## src/rtl/s2p_pkg.sv

```systemverilog
// s2p_pkg: shared state encoding, counter sizing and legal word widths for the serial/parallel shifters.
package s2p_pkg;
  typedef enum logic [1:0] {S2P_IDLE, S2P_SHIFT, S2P_PARITY} s2p_state_t;
  function automatic int s2p_bits(input int n);
    int r;
    r = 0;
    for (int i = 0; i < 31; i++) if ((1 << i) < n) r = i + 1;
    return r;
  endfunction
  function automatic bit s2p_legal_width(input int w);
    return w inside {2, 4, 8, 16, 32, 64};
  endfunction
endpackage

```

## src/rtl/s2p_hold_reg.sv

```systemverilog
// s2p_hold_reg: valid/ready output holding register; flags a completed word that finds it full.
module s2p_hold_reg #(
  parameter int w = 16
) (
  input  logic         reset,
  input  logic         clock,
  input  logic [w-1:0] word,
  input  logic         word_strobe,
  input  logic         ready,
  output logic [w-1:0] data,
  output logic         valid,
  output logic         overrun_set
);
  logic [w-1:0] data_q, data_d;
  logic valid_q, valid_d, accept;
  always_comb begin
    accept = word_strobe && (!valid_q || ready);
    overrun_set = word_strobe && valid_q && !ready;
    data_d = accept ? word : data_q;
    valid_d = accept || (valid_q && !ready);
  end
  always_ff @(posedge clock or negedge reset)
    if (!reset) begin
      data_q <= '0;
      valid_q <= 1'b0;
    end else begin
      data_q <= data_d;
      valid_q <= valid_d;
    end
  assign data = data_q;
  assign valid = valid_q;
endmodule

```

## src/rtl/serial_to_parallel.sv

```systemverilog
// serial_to_parallel: rebuilds LSB-first serial words framed by sync into a valid/ready holding register.
// Define S2P_PARITY_EN to add a trailing even-parity bit per word and the parity_error flag.
module serial_to_parallel import s2p_pkg::*; #(
  parameter int max_width = 16,
  localparam int cnt_bits = s2p_bits(max_width)
) (
  input  logic                reset,
  input  logic                clock,
  input  logic [cnt_bits-1:0] width,
  input  logic                sync,
  input  logic                in,
  input  logic                clear_flags,
  output logic [max_width-1:0] data,
  output logic                valid,
  input  logic                ready,
  output logic                busy,
  output logic                overrun,
  output logic                frame_error
`ifdef S2P_PARITY_EN
  ,
  output logic                parity_error
`endif
);
  localparam logic [cnt_bits:0] one = (cnt_bits + 1)'(1);
  s2p_state_t state_q, state_d;
  logic [cnt_bits:0] cnt_q, cnt_d, wlen_q, wlen_d, wlen_in;
  logic [max_width-1:0] shift_q, shift_d;
  logic overrun_q, overrun_d, frame_error_q, frame_error_d;
  logic parity_error_q, parity_error_d, parity_set;
  logic frame_set, overrun_set, word_strobe, done;
  always_ff @(posedge clock or negedge reset)
    if (!reset) begin
      state_q <= S2P_IDLE;
      cnt_q <= '0;
      wlen_q <= '0;
      shift_q <= '0;
      overrun_q <= 1'b0;
      frame_error_q <= 1'b0;
      parity_error_q <= 1'b0;
    end else begin
      state_q <= state_d;
      cnt_q <= cnt_d;
      wlen_q <= wlen_d;
      shift_q <= shift_d;
      overrun_q <= overrun_d;
      frame_error_q <= frame_error_d;
      parity_error_q <= parity_error_d;
    end
  // Clearing the shifter at sync keeps bits above wlen zero without a separate mask.
  always_comb begin
    state_d = state_q;
    cnt_d = cnt_q;
    wlen_d = wlen_q;
    shift_d = shift_q;
    frame_set = 1'b0;
    parity_set = 1'b0;
    done = 1'b0;
    wlen_in = (width == '0) ? (cnt_bits + 1)'(max_width) : {1'b0, width};
    if (sync) begin
      frame_set = state_q != S2P_IDLE;
      shift_d = '0;
      shift_d[0] = in;
      wlen_d = wlen_in;
      done = wlen_in == one;
      cnt_d = done ? '0 : one;
      state_d = done ? S2P_IDLE : S2P_SHIFT;
    end else if (state_q == S2P_SHIFT) begin
      shift_d[cnt_q[cnt_bits-1:0]] = in;
      done = cnt_q + one == wlen_q;
      cnt_d = done ? '0 : cnt_q + one;
      state_d = done ? S2P_IDLE : S2P_SHIFT;
    end else if (state_q == S2P_PARITY) begin
      parity_set = (^shift_q) != in;
      state_d = S2P_IDLE;
    end
`ifdef S2P_PARITY_EN
    if (done) state_d = S2P_PARITY;
    word_strobe = state_q == S2P_PARITY && !sync;
`else
    word_strobe = done;
`endif
  end
  always_comb begin
    busy = state_q != S2P_IDLE;
    overrun_d = overrun_set || (overrun_q && !clear_flags);
    frame_error_d = frame_set || (frame_error_q && !clear_flags);
`ifdef S2P_PARITY_EN
    parity_error_d = parity_set || (parity_error_q && !clear_flags);
`else
    parity_error_d = 1'b0;
`endif
  end
  s2p_hold_reg #(.w(max_width)) u_hold (
    .reset(reset),
    .clock(clock),
    .word(shift_d),
    .word_strobe(word_strobe),
    .ready(ready),
    .data(data),
    .valid(valid),
    .overrun_set(overrun_set)
  );
  assign overrun = overrun_q;
  assign frame_error = frame_error_q;
`ifdef S2P_PARITY_EN
  assign parity_error = parity_error_q;
`endif
endmodule
```

## config.mk

```make
export PLATFORM = sky130hd
export DESIGN_NAME = serial_to_parallel
export DESIGN_NICKNAME = d
export VERILOG_FILES = /design/src/rtl/s2p_pkg.sv /design/src/rtl/s2p_hold_reg.sv /design/src/rtl/serial_to_parallel.sv
export SDC_FILE = /design/constraint.sdc
export NUM_CORES = 1
export LEC_CHECK = 0
export ABC_AREA = 0
export ABC_CLOCK_PERIOD_IN_PS = 5800
export CAP_MARGIN = 20
export CORE_MARGIN = 3
export CORE_UTILIZATION = 58
export DETAILED_ROUTE_END_ITERATION = 6
export PLACE_DENSITY = 0.83
export SYNTH_ARGS = -nofsm -noshare
export SYNTH_HDL_FRONTEND = slang
export SYNTH_SLANG_ARGS = --single-unit
```

## constraint.sdc

```tcl
create_clock -name clock -period 5.8 [get_ports clock]
set_input_delay 1.16 -clock clock [delete_from_list [all_inputs] [get_ports clock]]
set_output_delay 1.16 -clock clock [all_outputs]
set_load 0.03 [all_outputs]
```

==> Implementation_results.wiki, run 1 <==
{| class="wikitable"
! Metric !! Value
|-
| Run status || finished clean
|-
| Tcrit/Tclk final || 53.6%
|-
| Placer congestion estimate || 0.770
|-
| Number of buffer cells added on primary ports || 29
|-
| Slowest stage cell on the critical path || dfrtp_1
|-
| Buffer type at the clock tree root || clkbuf_8
|-
| DR pass1 iterations || 4
|-
| F_max || 322 MHz
|-
| Type of origin of the critical path || flip-flop
|-
| Number of resized instances in the post-cts repair step || 0
|-
| Total design power || 662 uW
|-
| Number of clock sinks seen by CTS || 46
|-
| Data arrival time of the critical path || 1950 ps
|-
| Number of hold-slack violations in the final timing report || 0
|-
| Fraction of final layout cells sized beyond drive strength 1 || 8.68%
|-
| Num CTS Buffers || 5
|-
| H-Tree Depth || 2
|-
| Ranking of synthesized cells by area || dfrtp_1, mux2i_1, a22o_1
|-
| Clock-pin transition on the worst setup and hold timing paths || 90 ps
|-
| Largest net degree at the start of global routing || 47
|-
| Fin cells || 265
|-
| Worst path depth || 1
|-
| Part of the power in combinational logic || 17.2%
|-
| Die Area || 0.00450 mm2
|-
| Critical path's largest stage delay || 850 ps
|-
| Mean cell area of the mapped netlist || 11.2 um2
|-
| Max capacitance violation total || 0
|-
| Power density over the cells || 259 mW/mm2
|-
| Minimum period implied by the final worst setup slack || 3110 ps
|-
| Average wire per standard cell || 17.3 um
|-
| Total negative slack || 0 ps
|-
| Number of buffers inserted to repair setup after CTS || 0
|-
| Wire length of the first global-routing pass || 7650 um
|-
| Headroom to the max-slew limit || 42.7%
|-
| Total vias in the final route || 1,555
|-
| Number of nets with antenna violations after routing || 0
|-
| Effective utilization at floorplan || 62.3%
|-
| Total setup violations reported at the end of the flow || 0
|-
| Number of hold-repair buffers added at the cts stage || 0
|-
| Combined area of the multi-input logic cells || 931 um2
|-
| Ratio of routed vias to standard cells || 5.87
|-
| Hold Path Class || flip-flop to flip-flop
|-
| Critical path buffer and inverter count || 1
|-
| DRC violation total after the first TritonRoute iteration || 110
|-
| Number of buffers between clock root and the deepest sink || 2
|-
| Portion of the post-synthesis area used by sequential elements || 53.2%
|-
| Sequential Power Share || 53.6%
|-
| Number of placed instances with taps included || 256
|-
| Part of the total power dissipated in the clock network || 29.1%
|-
| Worst setup path class || flip-flop to output port
|-
| Layout filler cell count || 264
|-
| Total congestion overflow after global routing || 0
|-
| CP top delay family || flip-flops
|-
| Number of core rows || 21
|-
| Yosys top cell area share || 53.2%
|-
| Wire length after detailed routing || 4590 um
|-
| Pleak || 1.19 nW
|-
| Hold Crit Depth || 1
|-
| Transition time at the pin with the least slew margin || 849 ps
|-
| Flop and latch count out of synthesis || 46
|-
| Internal power summed over all cells || 468 uW
|-
| Clock insertion delay at the later pin of the skew report || 300 ps
|-
| Endpoint type of the worst setup path || output port
|-
| Cell taking the most area after synthesis || dfrtp_1
|-
| Core area || 0.00347 mm2
|-
| Net switching power figure || 194 uW
|-
| Number of antenna violations at the first check in global routing || 0
|-
| Data required time of the critical path || 4640 ps
|-
| Cell breakdown of the critical path || clkdlybuf4s50_1
|-
| Maximum fanout along the worst path || 27
|-
| Synthesis warning total || 0
|-
| Die span in y || 67.1 um
|-
| FF/Latch Area || 0.00115 mm2
|-
| Post-synth cell types || 39
|-
| Setup repair after global routing missed its margin || false
|-
| Number of cells on the worst reg-to-reg path || 6
|-
| Synthesized instance count || 193
|-
| Slew Limit Fails || 0
|-
| Netlist area before placement || 0.00216 mm2
|-
| CTS tree || done
|-
| Floorplan die width || 67.1 um
|-
| Slack of the worst reg-to-reg path || 3170 ps
|-
| Final antenna diode count || 0
|-
| I/O pin cnt || 30
|-
| Largest vdd supply drop || 0.000194 V
|-
| Net count of the finished layout || 232
|-
| Final clock skew || 4.74 ps
|-
| Detailed placer's ending HPWL || 3130 um
|-
| Number of design rule violations left after detail routing || 0
|-
| Synthesis-to-layout area growth || 18.3%
|-
| Post-synthesis net count || 207
|-
| Global-route usage over all layers || 23.3%
|-
| Via count of the first global-routing pass || 1,513
|-
| Switching share of total power || 29.3%
|}
cell usage after synthesis:
| cell | count |
|---|---|
| nor3_1 | 2 |
| a31oi_1 | 2 |
| nand4_1 | 3 |
| buf_6 | 1 |
| o21a_1 | 1 |
| a21oi_1 | 5 |
| nor2b_1 | 5 |
| o311a_4 | 1 |
| xnor2_1 | 3 |
| nand2b_1 | 6 |
| buf_4 | 1 |
| xor2_1 | 2 |
| inv_1 | 5 |
| mux2_2 | 6 |
| dfrtp_1 | 46 |
| and3_1 | 3 |
| o311ai_0 | 2 |
| nand3_1 | 11 |
| o221ai_1 | 1 |
| nand2_1 | 8 |
| buf_2 | 1 |
| a31oi_4 | 1 |
| nor2_1 | 17 |
| or3_1 | 1 |
| o21ai_0 | 5 |
| mux2i_1 | 14 |
| a211oi_1 | 1 |
| nor4_1 | 2 |
| clkbuf_1 | 9 |
| a21boi_2 | 1 |
| ha_1 | 4 |
| o22ai_1 | 1 |
| nor3b_1 | 1 |
| nand4b_1 | 1 |
| buf_1 | 1 |
| and2_1 | 1 |
| and2b_1 | 1 |
| or4b_1 | 2 |
| a22o_1 | 15 |
worst paths after layout:
kind | startpoint | to
max in group asynchronous | reset | cnt_q[4]
worst max register to register | cnt_q[0] | cnt_q[4]
worst max-delay path | state_q[0] | busy
worst min register to register | u_hold.data[8] | u_hold.data[8]
worst min-delay path | u_hold.data[8] | u_hold.data[8]
min in group asynchronous | reset | wlen_q[1]
power by group through the flow:
stage | logic, mW | registers, mW | clock network, mW
4_1_cts | 0.113 | 0.354 | 0.194
2_1_floorplan | 0.0718 | 0.361 | 0
5_1_grt | 0.124 | 0.357 | 0.210
6_report | 0.114 | 0.355 | 0.193
3_5_place_dp | 0.112 | 0.361 | 0
3_3_place_gp | 0.108 | 0.359 | 0
registers in the layout, summed over array words and instances, names as in the netlist:
name          flops
cnt_q             5
u_hold.valid      1
state_q           1
frame_error       1
shift_q          16
overrun           1
u_hold.data      16
wlen_q            5
final cells by class:
class,count,area share (%)
flip-flops and latches,46,45.0
multi-input cells,129,36.4
inverters,5,0.734
clock buffers,6,2.84
well taps,46,2.25
repair buffers,31,12.2
clock inverters,2,0.538
per-layer routing:
layer  vias up  track usage (%)  wire (um)
met4         0             7.59         54
met2        28             37.1       2310
met5         -                0          0
li1        743                -          -
met1       777             32.2       2120
met3         7             4.22        109
through the flow:
step                      cell area [um2]  utilization (%)  setup WS [ps]  hold slack (ps)
after floorplan                      2160                -           3100              468
after global placement               2450             70.7           2600              486
after detailed placement             2450             70.7           2560              490
after CTS                            2540             73.2           2700              512
after global routing                 2560             73.7           2600              520
final                                2560             73.7           2690              511
cell families (layout without fill, tap and decap cells):
family                   after synthesis  count (layout)  synth area share, %
AND/OR/NAND/NOR                       64              64                 15.5
adder cells (fa/ha/maj)                4               4                 2.31
flip-flops                            46              46                 53.2
XOR/XNOR                               5               5                 2.03
AO/OA/AOI/OAI                         36              36                 13.7
multiplexers                          20              20                 9.61
buffers and inverters                 18              44                 3.70
layout by cell type, fill, tap and decap left out, types with 2 or more instances in the layout:
cell / n
o21ai_0: 5
nand2_1: 8
clkdlybuf4s50_1: 28
o311ai_0: 2
a31oi_1: 2
nand3_1: 11
xnor2_1: 3
nand4_1: 3
mux2i_1: 14
a22o_1: 15
and3_1: 3
nand2b_1: 6
dfrtp_1: 46
a21oi_1: 5
nor2b_1: 5
clkbuf_8: 5
inv_1: 5
xor2_1: 2
nor3_1: 2
ha_1: 4
mux2_2: 6
nor4_1: 2
nor2_1: 17
or4b_1: 2
Note: power is estimated with default switching activity, not from simulation.
==> run 2: changes to the inputs <==
--- a/config.mk
+++ b/config.mk
@@ -6,12 +6,12 @@
 export NUM_CORES = 1
 export LEC_CHECK = 0
 export ABC_AREA = 0
-export ABC_CLOCK_PERIOD_IN_PS = 5800
+export ABC_CLOCK_PERIOD_IN_PS = 2600
 export CAP_MARGIN = 20
 export CORE_MARGIN = 3
-export CORE_UTILIZATION = 58
+export CORE_UTILIZATION = 49
 export DETAILED_ROUTE_END_ITERATION = 6
-export PLACE_DENSITY = 0.83
+export PLACE_DENSITY = 0.75
 export SYNTH_ARGS = -nofsm -noshare
 export SYNTH_HDL_FRONTEND = slang
 export SYNTH_SLANG_ARGS = --single-unit
==> constraint.sdc (replaced) <==
create_clock -name clock -period 2.6 [get_ports clock]
set_input_delay 0.52 -clock clock [delete_from_list [all_inputs] [get_ports clock]]
set_output_delay 0.52 -clock clock [all_outputs]
set_load 0.03 [all_outputs]
==> Implementation_results.wiki, run 2 (synthesis results as in run 1) <==
{| class="wikitable"
! Metric !! Value
|-
| Run status || finished clean (unchanged)
|-
| Die span in y || 72.4 um (was 67.1 um)
|-
| Number of placed instances with taps included || 268 (was 256)
|-
| Final std cell area, no fill || 0.00263 mm2 (was 0.00256 mm2)
|-
| Final antenna diode count || 0 (unchanged)
|-
| Synthesis-to-layout area growth || 21.5% (was 18.3%)
|-
| Worst hold margin || 68.9 ps (was 511 ps)
|-
| Slew Limit Fails || 0 (unchanged)
|-
| Number of buffers inserted to repair setup after CTS || 0 (unchanged)
|-
| Average wire per standard cell || 16.0 um (was 17.3 um)
|-
| Global-route usage over all layers || 18.6% (was 23.3%)
|-
| Clock-pin transition on the worst setup and hold timing paths || 80 ps (was 90 ps)
|-
| DRC violation total after the first TritonRoute iteration || 61 (was 110)
|-
| Ratio of routed vias to standard cells || 5.58 (was 5.87)
|-
| Placed instance area || 0.00252 mm2 (was 0.00245 mm2)
|-
| Number of buffer cells added on primary ports || 29 (unchanged)
|-
| Wire length after detailed routing || 4430 um (was 4590 um)
|-
| Number of buffers between clock root and the deepest sink || 2 (unchanged)
|-
| Placer congestion estimate || 0.816 (was 0.770)
|-
| Number of nets with antenna violations after routing || 0 (unchanged)
|-
| Detailed placer's ending HPWL || 3020 um (was 3130 um)
|-
| Wire length of the first global-routing pass || 7580 um (was 7650 um)
|-
| Critical path buffer and inverter count || 0 (was 1)
|-
| Total congestion overflow after global routing || 0 (unchanged)
|-
| Effective utilization at floorplan || 52.5% (was 62.3%)
|-
| Number of core rows || 23 (was 21)
|-
| Largest vdd supply drop || 0.000339 V (was 0.000194 V)
|-
| Data arrival time of the critical path || 2590 ps (was 1950 ps)
|-
| Number of resized instances in the post-cts repair step || 0 (unchanged)
|-
| Fin cells || 277 (was 265)
|-
| Slowest stage cell on the critical path || a31oi_4 (was dfrtp_1)
|-
| CTS tree || done (unchanged)
|-
| Cell breakdown of the critical path || ha_1, nor3b_1, o21a_1, o311a_4, a31oi_4, mux2_2 (was clkdlybuf4s50_1)
|-
| DR pass1 iterations || 4 (unchanged)
|-
| Number of design rule violations left after detail routing || 0 (unchanged)
|-
| Power density over the cells || 571 mW/mm2 (was 259 mW/mm2)
|-
| Total vias in the final route || 1,546 (was 1,555)
|-
| Hold Path Class || primary input to asynchronous set/reset pin (was flip-flop to flip-flop)
|-
| Pleak || 1.23 nW (was 1.19 nW)
|-
| Setup repair after global routing missed its margin || false (unchanged)
|-
| Fraction of final layout cells sized beyond drive strength 1 || 11.9% (was 8.68%)
|-
| Total negative slack || 0 ps (unchanged)
|-
| Via count of the first global-routing pass || 1,662 (was 1,513)
|-
| Utilization after layout || 63.8% (was 73.7%)
|-
| Critical path's largest stage delay || 480 ps (was 850 ps)
|-
| Endpoint type of the worst setup path || flip-flop (was output port)
|-
| Total setup violations reported at the end of the flow || 0 (unchanged)
|-
| Number of antenna violations at the first check in global routing || 0 (unchanged)
|-
| Type of origin of the critical path || flip-flop (unchanged)
|-
| CP top delay family || compound AO/OA/AOI/OAI gates (was flip-flops)
|-
| Worst setup path class || flip-flop to flip-flop (was flip-flop to output port)
|-
| I/O pin cnt || 30 (unchanged)
|-
| Core area || 0.00412 mm2 (was 0.00347 mm2)
|-
| Number of clock sinks seen by CTS || 46 (unchanged)
|-
| Number of hold-slack violations in the final timing report || 0 (unchanged)
|-
| Data required time of the critical path || 2780 ps (was 4640 ps)
|-
| F_max || 416 MHz
|-
| Worst-case setup margin in the final layout || 195 ps (was 2690 ps)
|-
| Tcrit/Tclk final || 92.5%
|-
| Minimum period implied by the final worst setup slack || 2410 ps
|-
| Top library cells by usage in the layout, fill and taps aside || dfrtp_1, clkdlybuf4s50_1, nor2_1 (unchanged)
|-
| Net count of the finished layout || 240 (was 232)
|-
| Number of hold-repair buffers added at the cts stage || 0 (unchanged)
|-
| Final clock skew || 7.91 ps (was 4.74 ps)
|-
| Num CTS Buffers || 5 (unchanged)
|-
| Maximum fanout along the worst path || 16 (was 27)
|-
| Floorplan die width || 72.4 um (was 67.1 um)
|-
| Total design power || 1.50 mW (was 662 uW)
|-
| Max capacitance violation total || 0 (unchanged)
|-
| Pre-CTS setup slack || 39.7 ps (was 2560 ps)
|-
| Transition time at the pin with the least slew margin || 537 ps (was 849 ps)
|-
| Most frequent standard cell in the layout excluding fill and tap cells || dfrtp_1 (unchanged)
|-
| Clock insertion delay at the later pin of the skew report || 290 ps (was 300 ps)
|-
| H-Tree Depth || 2 (unchanged)
|-
| Headroom to the max-slew limit || 64.1% (was 42.7%)
|-
| Die Area || 0.00525 mm2 (was 0.00450 mm2)
|-
| Buffer type at the clock tree root || clkbuf_8 (unchanged)
|-
| Largest net degree at the start of global routing || 47 (unchanged)
|}
## run 2: changes by cell type in the layout (fill, tap and decap cells not counted)
cell / delta
clkinv_4: -1
clkbuf_8: +1
buf_4: +8
## run 2: report_power, final
group | internal [mW] | leakage (nW) | switching, mW | total, mW
Combinational | 0.121 | 0.561 | 0.162 | 0.283
Clock | 0.215 | 0.0482 | 0.229 | 0.444
Sequential | 0.747 | 0.619 | 0.0266 | 0.773
Total | 1.08 | 1.23 | 0.418 | 1.50
## run 2: cell type report
cell class	instances	area, um2
fillers	331	1490
flip-flops and latches	46	1150
multi-input cells	129	931
repair buffers	39	373
clock buffers	7	86.3
well taps	50	62.6
inverters	5	18.8
clock inverters	1	5.00
## run 2: layer usage
metal / share of wire, % / vias up / track usage, %
met2: 47 / 28 / 29.1
met5: 0 / - / 0
li1: - / 756 / -
met4: 2.7 / 0 / 7.79
met3: 2.9 / 11 / 4.57
met1: 47 / 751 / 24.9
## run 2: worst paths after layout
check	start	end	slack (ps)	cells past startpoint
worst max-delay path	cnt_q[1]	u_hold.data[0]	190	6
worst min-delay path	reset	cnt_q[1]	70	1
worst max register to register	cnt_q[1]	u_hold.data[0]	190	6
worst min register to register	shift_q[0]	shift_q[0]	500	1
max in group asynchronous	reset	cnt_q[0]	2080	2
min in group clock	shift_q[0]	shift_q[0]	500	1
==> run 3: changes to the inputs <==
--- a/config.mk
+++ b/config.mk
@@ -6,12 +6,13 @@
 export NUM_CORES = 1
 export LEC_CHECK = 0
 export ABC_AREA = 0
-export ABC_CLOCK_PERIOD_IN_PS = 2600
+export ABC_CLOCK_PERIOD_IN_PS = 3100
 export CAP_MARGIN = 20
 export CORE_MARGIN = 3
-export CORE_UTILIZATION = 49
+export CORE_UTILIZATION = 58
+export CTS_CLUSTER_DIAMETER = 30
 export DETAILED_ROUTE_END_ITERATION = 6
-export PLACE_DENSITY = 0.75
+export PLACE_DENSITY = 0.83
 export SYNTH_ARGS = -nofsm -noshare
 export SYNTH_HDL_FRONTEND = slang
 export SYNTH_SLANG_ARGS = --single-unit
==> constraint.sdc (replaced) <==
create_clock -name clock -period 3.1 [get_ports clock]
set_input_delay 0.62 -clock clock [delete_from_list [all_inputs] [get_ports clock]]
set_output_delay 0.62 -clock clock [all_outputs]
set_load 0.03 [all_outputs]
==> Implementation_results.wiki, run 3 (synthesis results as in run 1) <==
{| class="wikitable"
! Metric !! Value
|-
| Number of core rows || 21 (was 23)
|-
| Net count of the finished layout || 232 (was 240)
|-
| Transition time at the pin with the least slew margin || 971 ps (was 537 ps)
|-
| Internal power summed over all cells || 867 uW (was 1.08 mW)
|-
| Top library cells by usage in the layout, fill and taps aside || dfrtp_1, clkdlybuf4s50_1, nor2_1 (unchanged)
|-
| Total vias in the final route || 1,587 (was 1,546)
|-
| Global-route usage over all layers || 22.6% (was 18.6%)
|-
| Placed instance area || 0.00246 mm2 (was 0.00252 mm2)
|-
| Power density over the cells || 476 mW/mm2 (was 571 mW/mm2)
|-
| Slew Limit Fails || 0 (unchanged)
|-
| Detailed placer's ending HPWL || 2920 um (was 3020 um)
|-
| Net switching power figure || 342 uW (was 418 uW)
|-
| Data arrival time of the critical path || 2760 ps (was 2590 ps)
|-
| Tcrit/Tclk final || 83.3% (was 92.5%)
|-
| Num CTS Buffers || 5 (unchanged)
|-
| Number of antenna violations at the first check in global routing || 0 (unchanged)
|-
| Max capacitance violation total || 0 (unchanged)
|-
| Minimum period implied by the final worst setup slack || 2580 ps (was 2410 ps)
|-
| Worst R2R End || u_hold.data[0] (unchanged)
|-
| Via count of the first global-routing pass || 1,555 (was 1,662)
|-
| Headroom to the max-slew limit || 35.3% (was 64.1%)
|-
| Run status || finished clean (unchanged)
|-
| Clock insertion delay at the later pin of the skew report || 290 ps (about the same)
|-
| FF/Latch Area || 0.00115 mm2 (unchanged)
|-
| Endpoint type of the worst setup path || flip-flop (unchanged)
|-
| Number of resized instances in the post-cts repair step || 0 (unchanged)
|-
| Layout filler cell count || 268 (was 331)
|-
| Wire length of the first global-routing pass || 7580 um (unchanged)
|-
| Sequential Power Share || 54.0% (was 51.5%)
|-
| Number of clock sinks seen by CTS || 46 (unchanged)
|-
| Number of buffers inserted to repair setup after CTS || 0 (unchanged)
|-
| Total setup violations reported at the end of the flow || 0 (unchanged)
|-
| F_max || 387 MHz (was 416 MHz)
|-
| Core area || 0.00347 mm2 (was 0.00412 mm2)
|-
| Clock-pin transition on the worst setup and hold timing paths || 80 ps (about the same)
|-
| I/O pin cnt || 30 (unchanged)
|-
| R2r startpoint || cnt_q[0] (was cnt_q[1])
|-
| Data required time of the critical path || 3280 ps (was 2780 ps)
|-
| CTS tree || done (unchanged)
|-
| DRC violation total after the first TritonRoute iteration || 156 (was 61)
|-
| Wire length after detailed routing || 4380 um (was 4430 um)
|-
| Type of origin of the critical path || flip-flop (unchanged)
|-
| Number of buffer cells added on primary ports || 29 (unchanged)
|-
| Effective utilization at floorplan || 62.3% (was 52.5%)
|-
| Ratio of routed vias to standard cells || 6.01 (was 5.58)
|-
| Combined area of the multi-input logic cells || 931 um2 (unchanged)
|-
| Synthesis-to-layout area growth || 17.4% (was 21.5%)
|-
| Total negative slack || 0 ps (unchanged)
|-
| Switching share of total power || 28.3% (was 27.9%)
|-
| Setup repair after global routing missed its margin || false (unchanged)
|-
| Most frequent standard cell in the layout excluding fill and tap cells || dfrtp_1 (unchanged)
|-
| Die span in y || 67.1 um (was 72.4 um)
|-
| Fraction of final layout cells sized beyond drive strength 1 || 8.72% (was 11.9%)
|-
| Number of buffers between clock root and the deepest sink || 2 (unchanged)
|-
| Floorplan die width || 67.1 um (was 72.4 um)
|-
| Final std cell area, no fill || 0.00254 mm2 (was 0.00263 mm2)
|-
| Number of placed instances with taps included || 257 (was 268)
|-
| Part of the power in combinational logic || 18.3% (was 18.9%)
|-
| Largest net degree at the start of global routing || 47 (unchanged)
|-
| Fin cells || 264 (was 277)
|-
| Total design power || 1.21 mW (was 1.50 mW)
|-
| H-Tree Depth || 2 (unchanged)
|-
| Number of hold-repair buffers added at the cts stage || 0 (unchanged)
|-
| Final clock skew || 3.07 ps (was 7.91 ps)
|-
| Die Area || 0.00450 mm2 (was 0.00525 mm2)
|-
| Placer congestion estimate || 0.770 (was 0.816)
|-
| DR pass1 iterations || 4 (unchanged)
|-
| Buffer type at the clock tree root || clkbuf_8 (unchanged)
|-
| Maximum fanout along the worst path || 16 (unchanged)
|-
| Number of hold-slack violations in the final timing report || 0 (unchanged)
|-
| Number of cells on the worst reg-to-reg path || 6 (unchanged)
|-
| Hold Path Class || primary input to asynchronous set/reset pin (unchanged)
|-
| Worst setup path class || flip-flop to flip-flop (unchanged)
|-
| Largest vdd supply drop || 0.000403 V (was 0.000339 V)
|-
| Total congestion overflow after global routing || 0 (unchanged)
|-
| Average wire per standard cell || 16.6 um (was 16.0 um)
|-
| Part of the total power dissipated in the clock network || 27.7% (was 29.6%)
|-
| Number of design rule violations left after detail routing || 0 (unchanged)
|-
| Pleak || 1.18 nW (was 1.23 nW)
|-
| Slack of the worst reg-to-reg path || 520 ps (was 190 ps)
|-
| Number of nets with antenna violations after routing || 0 (unchanged)
|-
| Final antenna diode count || 0 (unchanged)
|}
==> run 3: cell types whose count changed in the layout (fill, tap and decap cells not counted), sizes merged <==
| cell | previous run | this run |
|---|---|---|
| buf | 11 | 3 |
| clkbuf | 7 | 5 |
| clkinv | 1 | 2 |
==> run 3: how the worst max path moves through the flow <==
stage	start	end	slack, ps	depth (start not counted)
final	cnt_q[0]	u_hold.data[0]	520	6
after global routing	cnt_q[0]	cnt_q[2]	390	6
after CTS	cnt_q[0]	u_hold.data[0]	510	6
after detailed placement	width[1]	u_hold.data[0]	450	6
after global placement	width[1]	u_hold.data[0]	490	6
after floorplan	cnt_q[0]	u_hold.data[15]	890	9
==> run 3: critical path: stages (launching register included) <==
cell and delay (ps):
dfrtp_1 450, ha_1 350, nor3b_1 190, o21a_1 210, o311a_4 420, a31oi_4 460
mux2_2 390
==> run 3: layout make-up <==
class	instances	share of cell area (%)
clock inverter	2	0.394
multi-input combinational	129	36.7
clock buffer	5	2.71
sequential	46	45.4
inverter	5	0.740
tap	46	2.27
timing repair buffer	31	11.8
==> run 3: power by group through the flow <==
stage               Sequential [mW]  Combinational, mW  Clock [mW]
global placement              0.662              0.214           0
detailed placement            0.664              0.220           0
finish                        0.652              0.221       0.335
global route                  0.657              0.243       0.361
CTS                           0.652              0.223       0.343
floorplan                     0.675              0.134           0
==> run 3: per-stage QoR <==
step                      hold WS, ps  setup slack (ps)  utilization, %
after floorplan                   324               887               -
after global placement            481               491            70.9
after detailed placement          488               450            70.9
after CTS                         506               506            73.2
after global routing              520               394            73.2
final                             478               518            73.2
==> run 3: per-layer routing <==
metal | global-route usage, % | share of wire (%)
met1 | 30.2 | 44
met2 | 35.3 | 49
met3 | 6.24 | 5.2
met4 | 7.34 | 1.2
met5 | 0 | 0
